--- src/rtl/uart_tx.sv ---
// ---------------------------------------------------------------------------
// uart_tx
//   Serial UART transmitter. Takes bytes from an upstream req/data source and
//   shifts them out as start bit (0), data bits LSB first, optional even
//   parity, then 1 + extra_stop_bits stop bits (1). The line idles high.
//
//   Optional feature macro: UART_TX_PARITY_EN
//     When defined, an even-parity bit (XOR of the data byte) is sent after
//     data bit 7 and before the stop bits.
//
// Parameters
//   cycles_per_bit  : clk cycles each serial bit is held (>= 2)
//   extra_stop_bits : stop bits beyond the mandatory one (>= 0)
//
// Ports
//   clk      : clock
//   rst_n    : asynchronous active-low reset; aborts any frame in flight
//   i_data   : byte to send, sampled only on the accept edge
//   i_req    : upstream has a valid byte
//   o_serial : registered UART line, idle high
//   o_cts    : clear-to-send (combinational); accept = i_req && o_cts
//   o_idle   : no frame in flight (combinational, state == IDLE)
// ---------------------------------------------------------------------------
module uart_tx #(
    parameter int unsigned cycles_per_bit  = 4,
    parameter int unsigned extra_stop_bits = 1
) (
    input  logic       clk,
    input  logic       rst_n,
    input  logic [7:0] i_data,
    input  logic       i_req,
    output logic       o_serial,
    output logic       o_cts,
    output logic       o_idle
);

`ifdef UART_TX_PARITY_EN
    localparam int unsigned PAR_BITS = 1;
`else
    localparam int unsigned PAR_BITS = 0;
`endif

    localparam int unsigned NBITS = 10 + extra_stop_bits + PAR_BITS;
    localparam int unsigned CNT_W = $clog2(cycles_per_bit);
    localparam int unsigned BIT_W = $clog2(NBITS);

    localparam logic [CNT_W-1:0] CNT_LAST = CNT_W'(cycles_per_bit - 1);
    localparam logic [BIT_W-1:0] BIT_LAST = BIT_W'(NBITS - 1);
    // Cursor position of data bit 7 (cursor 0 is the start bit).
    localparam logic [BIT_W-1:0] BIT_D7   = BIT_W'(8);

    typedef enum logic [2:0] {
        ST_IDLE,
        ST_START,
        ST_DATA,
`ifdef UART_TX_PARITY_EN
        ST_PARITY,
`endif
        ST_STOP
    } state_e;

    state_e            state_q, state_d;
    logic [CNT_W-1:0]  cnt_q,   cnt_d;
    logic [BIT_W-1:0]  bit_q,   bit_d;
    logic [7:0]        shift_q, shift_d;
    logic              serial_q, serial_d;
`ifdef UART_TX_PARITY_EN
    logic              parity_q, parity_d;
`endif

    logic bit_end_c;
    logic final_c;
    logic cts_c;
    logic accept_c;

    // State and datapath registers.
    always_ff @(posedge clk or negedge rst_n) begin
        if (!rst_n) begin
            state_q  <= ST_IDLE;
            cnt_q    <= '0;
            bit_q    <= '0;
            shift_q  <= '1;
            serial_q <= 1'b1;
`ifdef UART_TX_PARITY_EN
            parity_q <= 1'b0;
`endif
        end else begin
            state_q  <= state_d;
            cnt_q    <= cnt_d;
            bit_q    <= bit_d;
            shift_q  <= shift_d;
            serial_q <= serial_d;
`ifdef UART_TX_PARITY_EN
            parity_q <= parity_d;
`endif
        end
    end

    // Next-state, counters, shift register and next line value.
    always_comb begin
        state_d  = state_q;
        cnt_d    = cnt_q;
        bit_d    = bit_q;
        shift_d  = shift_q;
        serial_d = 1'b1;
`ifdef UART_TX_PARITY_EN
        parity_d = parity_q;
`endif

        bit_end_c = (cnt_q == CNT_LAST);
        // Last cycle of the last stop bit: the only in-frame accept slot.
        final_c   = (state_q == ST_STOP) && (bit_q == BIT_LAST) && bit_end_c;
        cts_c     = (state_q == ST_IDLE) || final_c;
        accept_c  = i_req && cts_c;

        if (accept_c) begin
            state_d = ST_START;
            cnt_d   = '0;
            bit_d   = '0;
            shift_d = i_data;
`ifdef UART_TX_PARITY_EN
            parity_d = ^i_data;
`endif
        end else if (state_q != ST_IDLE) begin
            if (bit_end_c) begin
                cnt_d = '0;
                bit_d = bit_q + BIT_W'(1);
                unique case (state_q)
                    ST_START: state_d = ST_DATA;
                    ST_DATA: begin
                        // Next data bit always sits in shift_q[0].
                        shift_d = {1'b1, shift_q[7:1]};
                        if (bit_q == BIT_D7) begin
`ifdef UART_TX_PARITY_EN
                            state_d = ST_PARITY;
`else
                            state_d = ST_STOP;
`endif
                        end
                    end
`ifdef UART_TX_PARITY_EN
                    ST_PARITY: state_d = ST_STOP;
`endif
                    ST_STOP: begin
                        if (bit_q == BIT_LAST) begin
                            state_d = ST_IDLE;
                            bit_d   = '0;
                        end
                    end
                    default: state_d = ST_IDLE;
                endcase
            end else begin
                cnt_d = cnt_q + CNT_W'(1);
            end
        end

        // Register the value of the bit that will be on the line next cycle.
        unique case (state_d)
            ST_IDLE:   serial_d = 1'b1;
            ST_START:  serial_d = 1'b0;
            ST_DATA:   serial_d = shift_d[0];
`ifdef UART_TX_PARITY_EN
            ST_PARITY: serial_d = parity_d;
`endif
            ST_STOP:   serial_d = 1'b1;
            default:   serial_d = 1'b1;
        endcase
    end

    assign o_serial = serial_q;
    assign o_cts    = cts_c;
    assign o_idle   = (state_q == ST_IDLE);

endmodule

--- config.mk ---
export PLATFORM = sky130hd
export DESIGN_NAME = uart_tx
export DESIGN_NICKNAME = d
export VERILOG_FILES = /design/src/rtl/uart_tx.sv
export SDC_FILE = /design/constraint.sdc
export NUM_CORES = 1
export LEC_CHECK = 0
export CAP_MARGIN = 30
export CORE_ASPECT_RATIO = 0.9
export CORE_MARGIN = 2
export CORE_UTILIZATION = 51
export CTS_CLUSTER_SIZE = 20
export DETAILED_ROUTE_END_ITERATION = 10
export PLACE_DENSITY = 0.75
export SLEW_MARGIN = 20
export SYNTH_ARGS = -nofsm -noshare
export SYNTH_HDL_FRONTEND = slang
export SYNTH_SLANG_ARGS = --single-unit
export TNS_END_PERCENT = 1
--- constraint.sdc ---
create_clock -name clk -period 3.3 [get_ports clk]
set_input_delay 0.33 -clock clk [delete_from_list [all_inputs] [get_ports clk]]
set_output_delay 0.33 -clock clk [all_outputs]
set_load 0.02 [all_outputs]
# Word level (Yosys, flattened, before mapping)
# Index checks and enable logic that the tools add are counted.
# Widths: inputs -> output; s select.
# totals
elab_cells	46
output_inout_bits	3
regBits	18
inputBits	11
# classes
n_eq_ne	8
reduce_logical	11
n_addsub	2
muxes	19
# ops
op	count
$mux 8	4
$mux 4	5
$mux 3	5
$eq 3x2->1 const B	3
$pmux 3 s3	1
$eq 4x4->1 const B	2
$eq 3x1->1 const B	2
$mux 2	3
$reduce_bool 2->1	3
$add 4x1->4 const B	1
$logic_and 1x1->1	3
$logic_not 3->1	1
$reduce_and 3->1	1
$reduce_bool 3->1	1
$add 2x1->2 const B	1
$eq 2x2->1 const B	1
$pmux 1 s2	1
$reduce_and 2->1	1
$logic_or 1x1->1	1

# Depth between registers and ports, before layout
# Gate-level depths: netlist of run 1.
# logic_depth
ltp_word	8
ltp_mapped	8
ltp_nobuf	7

# Least setup slack after synthesis of run 1
# OpenSTA, ideal clock, no wires.
# synth_path
path_kind	register to register
from	reg cnt_q[0]
to	reg serial_q (netlist: o_serial)
arrival_time_ns	1.777
required_time_ns	3.208
n_path_buf	2
synth_period_minus_slack_ns	1.869
path_stages_with_launch	9
setup_slack_ns	1.431
setup_ns	0.092
cell_sequence	dfrtp_1 -> ha_1 -> buf_2 -> and4bb_1 -> buf_6 -> and4b_1 -> a21oi_2 -> mux2_4 -> a2bb2oi_2
# synth_between
elab_chain_len	7
word_cells_on_any_way	13
cone_classes	eq/ne (3); mux (7); reduce/logical (3)
# synth_rtl
element	line	source
from (decl)	63	logic [CNT_W-1:0] cnt_q, cnt_d;
from (signal assigned)	89	cnt_q <= cnt_d;
$eq 2x2->1 *	110	bit_end_c = (cnt_q == CNT_LAST);
$logic_and 1x1->1	112	final_c = (state_q == ST_STOP) && (bit_q == BIT_LAST) && bit_end_c;
$logic_or 1x1->1	113	cts_c = (state_q == ST_IDLE) || final_c;
$logic_and 1x1->1	114	accept_c = i_req && cts_c;
$mux 3	116	if (accept_c) begin
$eq 3x2->1 / $eq 3x1->1 (equally long branches)	158	unique case (state_d)
$pmux 1 s2 *	158	
net serial_d	66	logic serial_q, serial_d;
to (signal assigned)	92	serial_q <= serial_d;
to (decl)	66	
# Mark *: on every way through the listed nets, which the timed path passes. The rest lies on a longest branch. The select of a mux whose other input is x is not followed.
# A chain may end at the register's enable or synchronous reset.

# Final worst setup path of run 1
# layout_path
from	reg cnt_q[0]
to	out o_cts
# layout_between
elab_chain_len	3
# layout_rtl
element	line	source
$eq 2x2->1	110	
$logic_and 1x1->1	112	
$logic_or 1x1->1	113	
to (decl)	33	output logic o_cts,
# Every way passes these cells.

==> results_dict.tcl, run 1 <==
set metrics [dict create \
    status "complete, no violations" \
    p_switching_uw 344.6 \
    synth_ff_type "dfstp_2" \
    period_share_pct 77.53 \
    synth_commonest_cells "9 x dfrtp_1, 9 x dfstp_2, 9 x inv_1" \
    rsz0062_at_grt "no" \
    p_int_uw 626.8 \
    cts.sinks 18 \
    dr.first_iter.drc_count 30 \
    grt_pass1_wl_um 2911 \
    ys_seq_area_share_pct 46.47 \
    floorplan.initialDensity_pct 52.93 \
    ys_types 33 \
    fin_crit_ns 2.559 \
    fin_setup_tns_ns 0 \
    powerDensity_nw_per_um2 838.5 \
    wl_um 1726 \
    fin_nets 117 \
    synthCells 88 \
    dp_hpwl_um 1272 \
    ant_nets 0 \
    die_h_um 45.87 \
    root_buffer "clkbuf_4" \
    synth_area_leaders "dfstp_2 24%, dfrtp_1 23%, a222oi_1 6.0%" \
    core_um2 1877 \
    ios 14 \
    grt_use_total_pct 17.95 \
    cts_resized 0 \
    max-vdd-ir-drop_uv 384.8 \
    synth_fp_nets 103 \
    grt_max_degree 19 \
    synth-seq-cells 18 \
    cts_tree "done" \
    path_cells "ha_1 -> and2_1 -> a21oi_2 -> nor2_1 -> clkdlybuf4s50_1" \
    met1_length_um 771 \
    fmax_mhz 390.9 \
    drc 0 \
    postCtsHoldBufs 0 \
    cp_slowest_stage_delay_ns 0.64 \
    fillCellCount 149 \
    drive_gt1_share_pct 19.80 \
    grt_pass1_vias 645 \
    worst-path-max-fanout 9 \
    synth_edf_count 0 \
    clk_latency_ns 0.30 \
    yosysWarnings 0 \
    syn2layout_area_growth_pct 16.62 \
    clock_path_buffers 2 \
    grt_remaining_overflow 0 \
    gp_congestion 0.8010 \
    fin_total_pwr_uw 971.5 \
    required_ns 2.97 \
    combPwrFrac_pct 41.1 \
    seq_area_um2 461.7 \
    dr.pass1.iters 5 \
    yosysTopAreaCellShare_pct 23.80 \
    yosys.area.top_type "dfstp_2" \
    hold_viol 0 \
    switching_share_pct 35.48 \
    finClkSkew_ns 0.005806 \
    clk_pin_slew_ns 0.10 \
    clock_power_share_pct 14.0 \
    p_leak_uw 0.0005147 \
    rows 15 \
    route.met3.wl_um 100 \
    hp-class "input port to async pin" \
    grt_antenna_before_repair 0 \
    num_vias 721 \
    post_cts_buffers 0 \
    cp_slowest_cell "clkdlybuf4s50_1" \
    crit_arrival_ns 2.23 \
    via_per_inst 5.722 \
    max_slew_margin_pct 49.43 \
    die_x_um 50.52 \
    maxCapViolations 0 \
    numCtsBuffers 3 \
    numPortBuffers 13 \
    worstSetupPathType "register to primary output" \
    num_antenna_cells 0 \
    worst_slew_pin_slew_ns 0.7562 \
    multiInputGateArea_um2 465.4 \
    cts_htree_levels 1 \
    routed-wl-met2_um 807 \
    die-area_um2 2317 \
    async_flop_share_pct 100.0 \
    cp-end-kind "primary output" \
    synth.avg_cell_area_um2 11.29 \
    setup_violations 0 \
    seqPwrFrac_pct 44.9 \
    wl_per_cell_um 13.70 \
    drv_slew 0 \
    routed.top_layer "met4" \
    netlist_area_um2 993.5 \
    setup.worst_path.start_class "register" \
]
kinds of logic after synthesis:
| family | after synthesis | synth area share, % |
|---|---|---|
| AND/OR/NAND/NOR | 25 | 16.37 |
| AO/OA/AOI/OAI | 23 | 19.77 |
| flip-flops | 18 | 46.47 |
| buffers and inverters | 13 | 6.675 |
| multiplexers | 5 | 5.667 |
| adder cells (fa/ha/maj) | 4 | 5.038 |
through the flow:
stage | setup slack (ns) | utilization [%] | hold slack [ns] | cells | instance area [um2]
finish | 0.7415 | 61.73 | 0.4659 | 126 | 1159
global route | 0.5611 | 61.73 | 0.5242 | 126 | 1159
CTS | 0.7134 | 61.73 | 0.4957 | 126 | 1159
detailed placement | 1.067 | 59.80 | 0.4958 | 122 | 1122
global placement | 1.150 | 59.80 | 0.4758 | 122 | 1122
floorplan | 1.431 | - | 0.03441 | 88 | 993.5
registers in the layout (all words and copies together), names as in the netlist:
signal / count
shift_q: 8
o_serial: 1
cnt_q: 2
state_q: 3
bit_q: 4
power by group through the flow:
stage | registers, uW | logic, uW | clock network (uW)
after floorplan | 418 | 327 | 0
after global placement | 434 | 389 | 0
after detailed placement | 440 | 401 | 0
after CTS | 436 | 403 | 143
after global routing | 450 | 450 | 153
final | 436 | 399 | 136
metal layers:
metal | track usage [%] | vias to the layer above
met3 | 6.250 | 5
met1 | 22.41 | 341
met4 | 9.730 | 0
li1 | - | 354
met2 | 27.63 | 21
met5 | 0 | -
critical path, delay by kind of cell, from the launching register on:
family	cells	cell delay [ns]
adder cells (fa/ha/maj)	1	0.33
AO/OA/AOI/OAI	1	0.11
AND/OR/NAND/NOR	2	0.47
buffers and inverters	1	0.64
flip-flops	1	0.38
path summary, 6_finish.rpt:
check | start | cells past startpoint | slack (ns) | endpoint
setup / recovery | cnt_q[0] | 5 | 0.74 | o_cts
hold / removal | rst_n | 1 | 0.47 | state_q[0]
setup reg to reg | cnt_q[0] | 6 | 1.29 | o_serial
hold reg to reg | cnt_q[0] | 1 | 0.50 | cnt_q[0]
max in group asynchronous | rst_n | 1 | 2.36 | bit_q[1]
min in group clk | cnt_q[0] | 1 | 0.50 | cnt_q[0]
final cells by class:
cell class	count	share of cell area [%]
Multi-Input combinational cell	57	40.17
Sequential cell	18	39.85
Timing Repair Buffer	13	11.23
Clock buffer	4	3.132
Inverter	9	2.916
Tap cell	25	2.700
placed cells by master (no fill, tap or decap), types with 2 or more instances in the layout:
cell type        Yosys  layout
ha_1                 4       4
mux2i_1              3       3
clkdlybuf4s50_1      0      13
clkbuf_4             0       3
nor2b_1              2       2
nand3_1              3       3
nand2_1              4       4
a21oi_1              2       2
a22o_1               3       3
dfrtp_1              9       9
a21oi_2              2       2
inv_1                9       9
and4b_1              2       2
nand3b_1             2       2
dfstp_2              9       9
nor2_1               4       4
a21o_1               2       2
nand2b_1             2       2
o21ai_0              3       3
a222oi_1             6       6
Note: power is estimated with default switching activity, not from simulation.
==> run 2: changes to the inputs <==
--- a/config.mk
+++ b/config.mk
@@ -8,10 +8,10 @@
 export CAP_MARGIN = 30
 export CORE_ASPECT_RATIO = 0.9
 export CORE_MARGIN = 2
-export CORE_UTILIZATION = 51
+export CORE_UTILIZATION = 47
 export CTS_CLUSTER_SIZE = 20
 export DETAILED_ROUTE_END_ITERATION = 10
-export PLACE_DENSITY = 0.75
+export PLACE_DENSITY = 0.73
 export SLEW_MARGIN = 20
 export SYNTH_ARGS = -nofsm -noshare
 export SYNTH_HDL_FRONTEND = slang
==> constraint.sdc (replaced) <==
create_clock -name clk -period 2.32 [get_ports clk]
set_input_delay 0.232 -clock clk [delete_from_list [all_inputs] [get_ports clk]]
set_output_delay 0.232 -clock clk [all_outputs]
set_load 0.02 [all_outputs]
==> results_dict.tcl, run 2 (synthesis results as in run 1) <==
set metrics [dict create \
    core_um2 1952 \
    root_buffer "clkbuf_4" \
    path_cells "inv_1 -> ha_1 -> and4b_1 -> a21oi_2 -> nor2_1 -> dlygate4sd2_1" \
    numCtsBuffers 3 \
    postCtsHoldBufs 0 \
    seq_area_um2 461.7 \
    die-area_um2 2498 \
    powerDensity_nw_per_um2 1222 \
    cts_tree "done" \
    fin_nets 117 \
    max_slew_margin_pct 46.35 \
    floorplan.initialDensity_pct 50.90 \
    rows 15 \
    setup_violations 0 \
    cp_slowest_cell "dfrtp_1" \
    final_cell_mix "12 x clkdlybuf4s50_1, 9 x inv_1, 9 x dfrtp_1, 9 x dfstp_2, 6 x a222oi_1" \
    setup.worst_path.start_class "register" \
    grt_antenna_before_repair 0 \
    ios 14 \
    required_ns 2.09 \
    reg.largest.list "shift_q (8), bit_q (4), state_q (3)" \
    num_antenna_cells 0 \
    numPortBuffers 13 \
    multiInputGateArea_um2 467.9 \
    dp_hpwl_um 1374 \
    max-vdd-ir-drop_uv 581.7 \
    post_cts_buffers 0 \
    cts_htree_levels 1 \
    rsz0062_at_grt "no" \
    crit_buf_inv 2 \
    period_share_pct 92.15 \
    gp_congestion 0.7885 \
    dr.pass1.iters 4 \
    clk_latency_ns 0.30 \
    placed_cells 122 \
    fin_crit_ns 2.138 \
    rr_startpoint "cnt_q[0]" \
    crit_arrival_ns 1.91 \
    ant_nets 0 \
    grt_pass1_vias 679 \
    drc 0 \
    final_common_cell "clkdlybuf4s50_1" \
    drive_gt1_share_pct 20.79 \
    wl_um 1877 \
    fin_setup_tns_ns 0 \
    hold_viol 0 \
    finClkSkew_ns 0.005106 \
    cts.sinks 18 \
    grt_use_total_pct 18.23 \
    clock_path_buffers 2 \
    fmax_mhz 467.8 \
    clk_pin_slew_ns 0.11 \
    die_h_um 47.62 \
    status "complete, no violations" \
    via_per_inst 5.810 \
    largest-register "shift_q" \
    die_x_um 52.46 \
    stdcell_count 126 \
    holdWs_ns 0.3776 \
    grt_remaining_overflow 0 \
    fillCellCount 177 \
    hp-class "input port to async pin" \
    cp-end-kind "primary output" \
    cts_resized 2 \
    grt_pass1_wl_um 3125 \
    wl_per_cell_um 14.90 \
    startpoint "bit_q[0]" \
    worstSetupPathType "register to primary output" \
    cp_slowest_stage_delay_ns 0.43 \
    grt_max_degree 19 \
    dr.first_iter.drc_count 39 \
    drv_slew 0 \
    crit_family "simple AND/OR/NAND/NOR gates" \
    largest_reg_flops 8 \
    worst_slew_pin_slew_ns 0.8023 \
    worst-path-max-fanout 4 \
    syn2layout_area_growth_pct 16.75 \
    num_vias 732 \
    p_leak_uw 0.0005175 \
    maxCapViolations 0 \
]
run 2: cell count changes in the layout (fill, tap and decap cells not counted), sizes merged:
cell	change
clkdlybuf4s50	-1
dlygate4sd2	+1
run 2: worst paths after layout:
| kind | depth (start not counted) | slack [ns] | endpoint |
|---|---|---|---|
| setup reg to reg | 6 | 0.38 | o_serial |
| hold / removal | 1 | 0.38 | cnt_q[1] |
| min in group clk | 3 | 0.43 | shift_q[0] |
| setup / recovery | 6 | 0.18 | o_cts |
| max in group asynchronous | 1 | 1.44 | bit_q[2] |
| hold reg to reg | 1 | 0.51 | cnt_q[0] |
run 2: layout make-up:
type	count	share of cell area [%]
Timing Repair Buffer	13	11.11
Sequential cell	18	39.81
Inverter	9	2.913
Clock buffer	4	3.128
Multi-Input combinational cell	57	40.35
Tap cell	25	2.697
run 2: stage by stage:
stage / util (%) / cell area [um2] / power, uW / worst slack [ns]
final: 59.42 / 1160 / 1417 / 0.1822
after detailed placement: 57.50 / 1122 / 1222 / 0.1859
after global routing: 59.42 / 1160 / 1536 / 0.03853
after global placement: 57.50 / 1122 / 1176 / 0.2554
after floorplan: - / 993.5 / 1059 / 0.4510
after CTS: 59.42 / 1160 / 1432 / 0.1569
run 2: worst reg2reg max path, stage by stage (launching register included):
cell and delay [ns]:
dfrtp_1 0.39, ha_2 0.28, and4bb_1 0.44, mux2i_1 0.29, nand2_1 0.08, mux2_4 0.27, a2bb2oi_2 0.13
run 2: routing by layer:
metal	vias up	global-route usage [%]	share of wire, %	wire [um]
met1	351	22.49	45	843
met5	-	0	0	0
li1	354	-	-	-
met3	6	5.625	5.6	106
met4	0	6.667	1.9	35
met2	21	30.75	47	891
run 2: power breakdown:
part | switching [uW] | internal, uW | leakage (uW)
clock network | 108 | 95.8 | 0.0000210
registers | 120 | 505 | 0.000205
logic | 293 | 295 | 0.000292
